==> src/rtl/clk_rst_pkg.sv <==
// Shared constants for the clock-divider slice: counter width, divider taps
// and the helper that folds the OFFSET parameter into a legal counter preset.
package clk_rst_pkg;

    // Width of the free-running divider counter; 2**CNT_W is the longest period.
    localparam int CNT_W = 9;

    // Counter bit tapped for each divided output; the period is 2**(tap+1).
    localparam int TAP_2   = 0;
    localparam int TAP_32  = 4;
    localparam int TAP_512 = 8;

    // Largest preset that fits the counter without truncation.
    localparam int CNT_MAX = (1 << CNT_W) - 1;

    // Reduce an arbitrary integer preset to the counter width (drop upper bits).
    function automatic logic [CNT_W-1:0] preset_of(input int off);
        return CNT_W'(off);
    endfunction

endpackage : clk_rst_pkg

==> src/rtl/clk_rst_cnt.sv <==
// Generic free-running up-counter with an asynchronous, active-high preset.
// Wraps naturally at 2**WIDTH; INIT is loaded for as long as rst is high.
module clk_rst_cnt #(
    parameter int               WIDTH = 9,
    parameter logic [WIDTH-1:0] INIT  = '0
) (
    input  logic             clk,
    input  logic             rst,
    output logic [WIDTH-1:0] cnt
);

    logic [WIDTH-1:0] cnt_d;
    logic [WIDTH-1:0] cnt_q;

    // Next count: plain increment, the wrap to zero falls out of the width.
    always_comb begin
        // NOTE: every signal written here gets a value on every pass, so no latch is inferred.
        cnt_d = cnt_q + WIDTH'(1);
    end

    // Counter register: preset asynchronously, advance on every rising edge.
    always_ff @(posedge clk or posedge rst) begin
        // NOTE: non-blocking assignments keep all flops sampling pre-edge values.
        if (rst) begin
            cnt_q <= INIT;
        end else begin
            cnt_q <= cnt_d;
        end
    end

    assign cnt = cnt_q;

endmodule : clk_rst_cnt

==> src/rtl/clk_rst.sv <==
// Clock divider: derives /2, /32 and /512 clocks (50% duty) from clk using a
// single 9-bit counter. OFFSET presets the counter and so sets the phase of
// every output relative to reset release. Outputs are raw register bits so
// they are glitch-free; consumers own any clock-domain crossing.
module clk_rst
    import clk_rst_pkg::*;
#(
    parameter int OFFSET = 0
) (
    input  logic clk,
    input  logic rst,
    output logic clk_2,
    output logic clk_32,
    output logic clk_512
);

    // Preset truncated to the counter width; larger values keep only low bits.
    localparam logic [CNT_W-1:0] RST_VAL = preset_of(OFFSET);

    // Tell the integrator when the requested phase cannot be represented.
    if (OFFSET < 0 || OFFSET > CNT_MAX) begin : g_offset_warn
        $warning("clk_rst: OFFSET=%0d outside 0..%0d, truncated to %0d",
                 OFFSET, CNT_MAX, RST_VAL);
    end

    logic [CNT_W-1:0] cnt;

    // Single shared counter; all divided clocks are taps of it.
    clk_rst_cnt #(
        .WIDTH (CNT_W),
        .INIT  (RST_VAL)
    ) u_cnt (
        .clk (clk),
        .rst (rst),
        .cnt (cnt)
    );

    // Direct taps: no logic between flop and port, hence no glitches.
    assign clk_2   = cnt[TAP_2];
    assign clk_32  = cnt[TAP_32];
    assign clk_512 = cnt[TAP_512];

endmodule : clk_rst

==> config.mk <==
export PLATFORM = sky130hd
export DESIGN_NAME = clk_rst
export DESIGN_NICKNAME = d
export VERILOG_FILES = /design/src/rtl/clk_rst_pkg.sv /design/src/rtl/clk_rst_cnt.sv /design/src/rtl/clk_rst.sv
export SDC_FILE = /design/constraint.sdc
export NUM_CORES = 1
export LEC_CHECK = 0
export ABC_AREA = 1
export CAP_MARGIN = 10
export CORE_AREA = 4 4 41 43
export CTS_CLUSTER_SIZE = 16
export DETAILED_ROUTE_END_ITERATION = 8
export DIE_AREA = 0 0 45 47
export GPL_ROUTABILITY_DRIVEN = 0
export PLACE_DENSITY = 0.52
export SLEW_MARGIN = 20
export SYNTH_ARGS = -nofsm -noshare
export SYNTH_HDL_FRONTEND = slang
export SYNTH_SLANG_ARGS = --single-unit
==> constraint.sdc <==
create_clock -name clk -period 2.1 [get_ports clk]
set_input_delay 0.63 -clock clk [delete_from_list [all_inputs] [get_ports clk]]
set_output_delay 0.63 -clock clk [all_outputs]
set_load 0.005 [all_outputs]
Yosys cells after proc, flatten, opt, wreduce, memory -nomap -nowiden --
Cells that the tools add are included.
Word-level totals: bits in registers 9, bits of input ports 2, output and inout bits 3
Cells by class: $add $sub $neg 1
Operator list (number):
- adder 9 x 1 -> 9 bit (second input constant) | 1

Depth between registers and ports, before layout --
Gate-level depths: netlist (run 1).
depth after elaboration 1, gate-level depth with buffers 6, depth with buffers taken out 6

Worst setup path after synthesis (run 1) --
OpenSTA, ideal clock, no wires.
path type flip-flop to flip-flop, from reg u_cnt.cnt_q[0] (netlist: u_cnt.cnt[0]), to reg u_cnt.cnt_q[8] (netlist: u_cnt.cnt[8]), setup time 117 ps, data arrival time 912 ps, required time 1983 ps, slack 1072 ps, cell stages (with the launch flop) 7, clock period less this slack 1028 ps, cell sequence dfrtp_1 -> ha_1 -> nand2_2 -> nor2_2 -> nand2_1 -> nand2_1 -> nand2_1
On the way: longest elaborated chain between the ends 1
Ends and longest elaborated chain:
- start, declared | line clk_rst_cnt.sv:13 | logic [WIDTH-1:0] cnt_q;
- start signal, assigned | line clk_rst_cnt.sv:27 | cnt_q <= cnt_d;
- adder 9 x 1 -> 9 bit | line clk_rst_cnt.sv:18 | cnt_d = cnt_q + WIDTH'(1);
- net u_cnt.cnt_d[8] | line clk_rst_cnt.sv:12 | logic [WIDTH-1:0] cnt_d;
The timed path passes the listed nets, and every way through them passes these cells.

Worst setup path after layout (run 1) --
from reg u_cnt.cnt_q[4] (netlist: u_cnt.cnt[4]), to out clk_32
RTL lines:
- end, declared | line clk_rst.sv:13 | output logic clk_32,
No word-level cell between the ends.

==> impl_metrics.py, run 1 <==
metrics = {
    "status": {
        "status": "completed",
    },
    "power_and_ir_drop": {
        "comb_power_share_pct": 1.6,
        "p_sw_uw": 61.6,
        "p_seq_share_pct": 56.0,
        "intPower_uw": 248,
        "p_clk_share_pct": 42.4,
        "swShare_pct": 19.9,
        "p_leak_uw": 0.000238,
        "vdd.ir_drop.worst_v": 0.000311,
        "powerDensity_mw_per_mm2": 635,
    },
    "finish": {
        "diodes": 0,
        "largest_reg_flops": 9,
        "final.fill_count": 142,
        "multiInputGateArea_um2": 151,
        "ff_latch_area_um2": 225,
        "utilization_pct": 37.5,
        "fin_area_um2": 488,
        "nets": 58,
        "layout-drive-gt1-share_pct": 9.26,
        "area_growth_pct": 21.1,
    },
    "die": {
        "fp.dieW_um": 45,
        "coreArea_mm2": 0.00130,
        "rows": 13,
        "ios": 5,
        "start_util_pct": 31.0,
        "die_h_um": 47,
        "design.die.area_mm2": 0.00212,
    },
    "synthesis": {
        "yosys.area.top_type_share_pct": 55.9,
        "synth.area.top_cells": "dfrtp_1 (56%), nand2_1 (13%), inv_1 (6.5%), xor2_1 (6.5%), nand3_1 (5.0%)",
        "seq_area_frac_synth_pct": 55.9,
        "ys_types": 11,
        "postSynthAreaPerCell_um2": 8.76,
        "synthCells": 46,
        "synthesis.area_um2": 403,
        "yosys.area.top_type": "dfrtp_1",
        "yosys_warnings": 0,
        "syn-num-nets": 49,
        "ys_ff_latch": 9,
    },
    "global_route": {
        "antenna_found_initial": 0,
        "grt_use_total_pct": 8.47,
        "grt_max_degree": 10,
        "grt_pass1_vias": 305,
        "overflow": 0,
        "grt_first_pass_wirelength_mm": 1.19,
    },
    "timing": {
        "rsz0062_at_grt": "no",
        "setup-violations-final": 0,
        "slew_viol_final": 0,
        "hold_ws_ns": 0.496,
        "period_needed_ns": 1.79,
        "worstMarginPinSlew_ns": 0.333,
        "fin_skew_ns": 0.000723,
        "tns_ns": 0,
        "hold_viol": 0,
        "clock.fmax_ghz": 0.559,
        "fin_crit_sh_pct": 85.3,
        "relSlewSlack_pct": 77.8,
    },
    "worst_setup_path": {
        "crit_arrival_ns": 1.16,
        "crit_required_ns": 1.47,
        "timing_worst_setup_path_type": "flip-flop to primary output",
        "path_buf_inv": 1,
        "critical_path.top_delay_family": "buffers and inverters",
        "crit_slowest_cell": "clkdlybuf4s50_1",
        "crit_path_start_kind": "flip-flop",
        "r2r_cells": 6,
        "crit_cells": 1,
        "crit_fanout": 4,
        "cp_slowest_stage_delay_ns": 0.52,
        "crit_path_end_kind": "primary output",
        "crit_chain": "clkdlybuf4s50_1",
    },
    "routing": {
        "wirelength_um": 618,
        "first_pass_iters": 4,
        "wl_per_cell_um": 8.96,
        "drc": 0,
        "vias": 284,
        "vias_per_cell": 4.12,
        "drt_iter0_markers": 4,
        "ant_nets": 0,
    },
    "hold_path": {
        "worstHoldPathCells": 1,
        "hold_class": "flip-flop to flip-flop",
    },
    "placed_design": {
        "io_buffer_count": 4,
        "dp_hpwl_um": 483,
        "dpl-instance-area_um2": 462,
    },
    "clock_network": {
        "numCtsBuffers": 3,
        "post_cts.repair.setup_buffers": 0,
        "cts_resized": 0,
        "path_clk_slew_ns": 0.06,
        "cts_hold_buf": 0,
        "cts.sinks": 9,
        "clkLatencyLatePin_ns": 0.25,
        "htree_levels": 1,
        "cts_tree": "yes",
        "cts.path.max_buffers": 2,
        "cts_root_buffer": "clkbuf_4",
    },
    "run": {
        "maxCapViolations": 0,
    },
}
-- cell usage after synthesis --
cell type,instances
nand2_1,14
dfrtp_1,9
inv_1,7
nand3_1,4
nor2_1,4
xor2_1,3
ha_1,1
nand2_2,1
nand3b_1,1
nor2_2,1
o21ai_0,1
-- per-stage QoR --
step,power (uW),setup WS [ns],cells
after global routing,323,0.244,69
after CTS,317,0.295,69
after detailed placement,182,0.581,65
after floorplan,179,1.07,46
after global placement,182,0.588,65
final,310,0.310,69
-- cell usage in the layout (no fill, tap or decap), drive strengths merged --
cell           count
nand3              4
clkdlybuf4s50      4
nand3b             1
dfrtp              9
nor2               5
inv                7
clkbuf             4
nand2             15
o21ai              1
xor2               3
ha                 1
-- final cells by class --
type / instances / area share [%]
Inverter: 7 / 5.38
Sequential cell: 9 / 46.2
Clock buffer: 4 / 5.38
Tap cell: 15 / 3.85
Multi-Input combinational cell: 30 / 31.0
Timing Repair Buffer: 4 / 8.21
-- power by group through the flow --
stage          combinational, uW  sequential [uW]  clock [uW]
2_1_floorplan               2.69              177           0
3_3_place_gp                5.55              177           0
3_5_place_dp                5.38              177           0
4_1_cts                     5.37              173         138
5_1_grt                     5.88              173         144
6_report                    5.04              173         131
-- routing by layer --
layer	global-route usage (%)	wire, um	vias to the layer above
met5	0	0	-
li1	-	-	157
met1	9.86	307	118
met4	7.02	14	0
met2	12.1	266	5
met3	3.45	30	4
-- cells by family (layout without fill, tap and decap cells) --
kind of cell	Yosys count	count (layout)	share of synthesized area, %
adder cells (fa/ha/maj)	1	1	3.11
buffers and inverters	7	15	6.52
AND/OR/NAND/NOR	25	25	26.7
XOR/XNOR	3	3	6.52
AO/OA/AOI/OAI	1	1	1.24
flip-flops	9	9	55.9
-- worst paths after layout --
path                                endpoint    startpoint  slack, ns
worst max-delay path                  clk_32  u_cnt.cnt[4]       0.31
worst min-delay path            u_cnt.cnt[0]  u_cnt.cnt[0]       0.50
worst max register to register  u_cnt.cnt[8]  u_cnt.cnt[0]       1.01
worst min register to register  u_cnt.cnt[0]  u_cnt.cnt[0]       0.50
max in group asynchronous       u_cnt.cnt[6]           rst       1.23
min in group asynchronous       u_cnt.cnt[1]           rst       0.63
No activity file was read; power rests on OpenSTA's default activity.
==> run 2: changes to the inputs <==
--- a/config.mk
+++ b/config.mk
@@ -6,7 +6,7 @@
 export NUM_CORES = 1
 export LEC_CHECK = 0
 export ABC_AREA = 1
-export CAP_MARGIN = 10
+export CAP_MARGIN = 20
 export CORE_AREA = 4 4 41 43
 export CTS_CLUSTER_SIZE = 16
 export DETAILED_ROUTE_END_ITERATION = 8
==> results of run 2 <==
The final DEF is identical to that of run 1; final timing and power are the same.
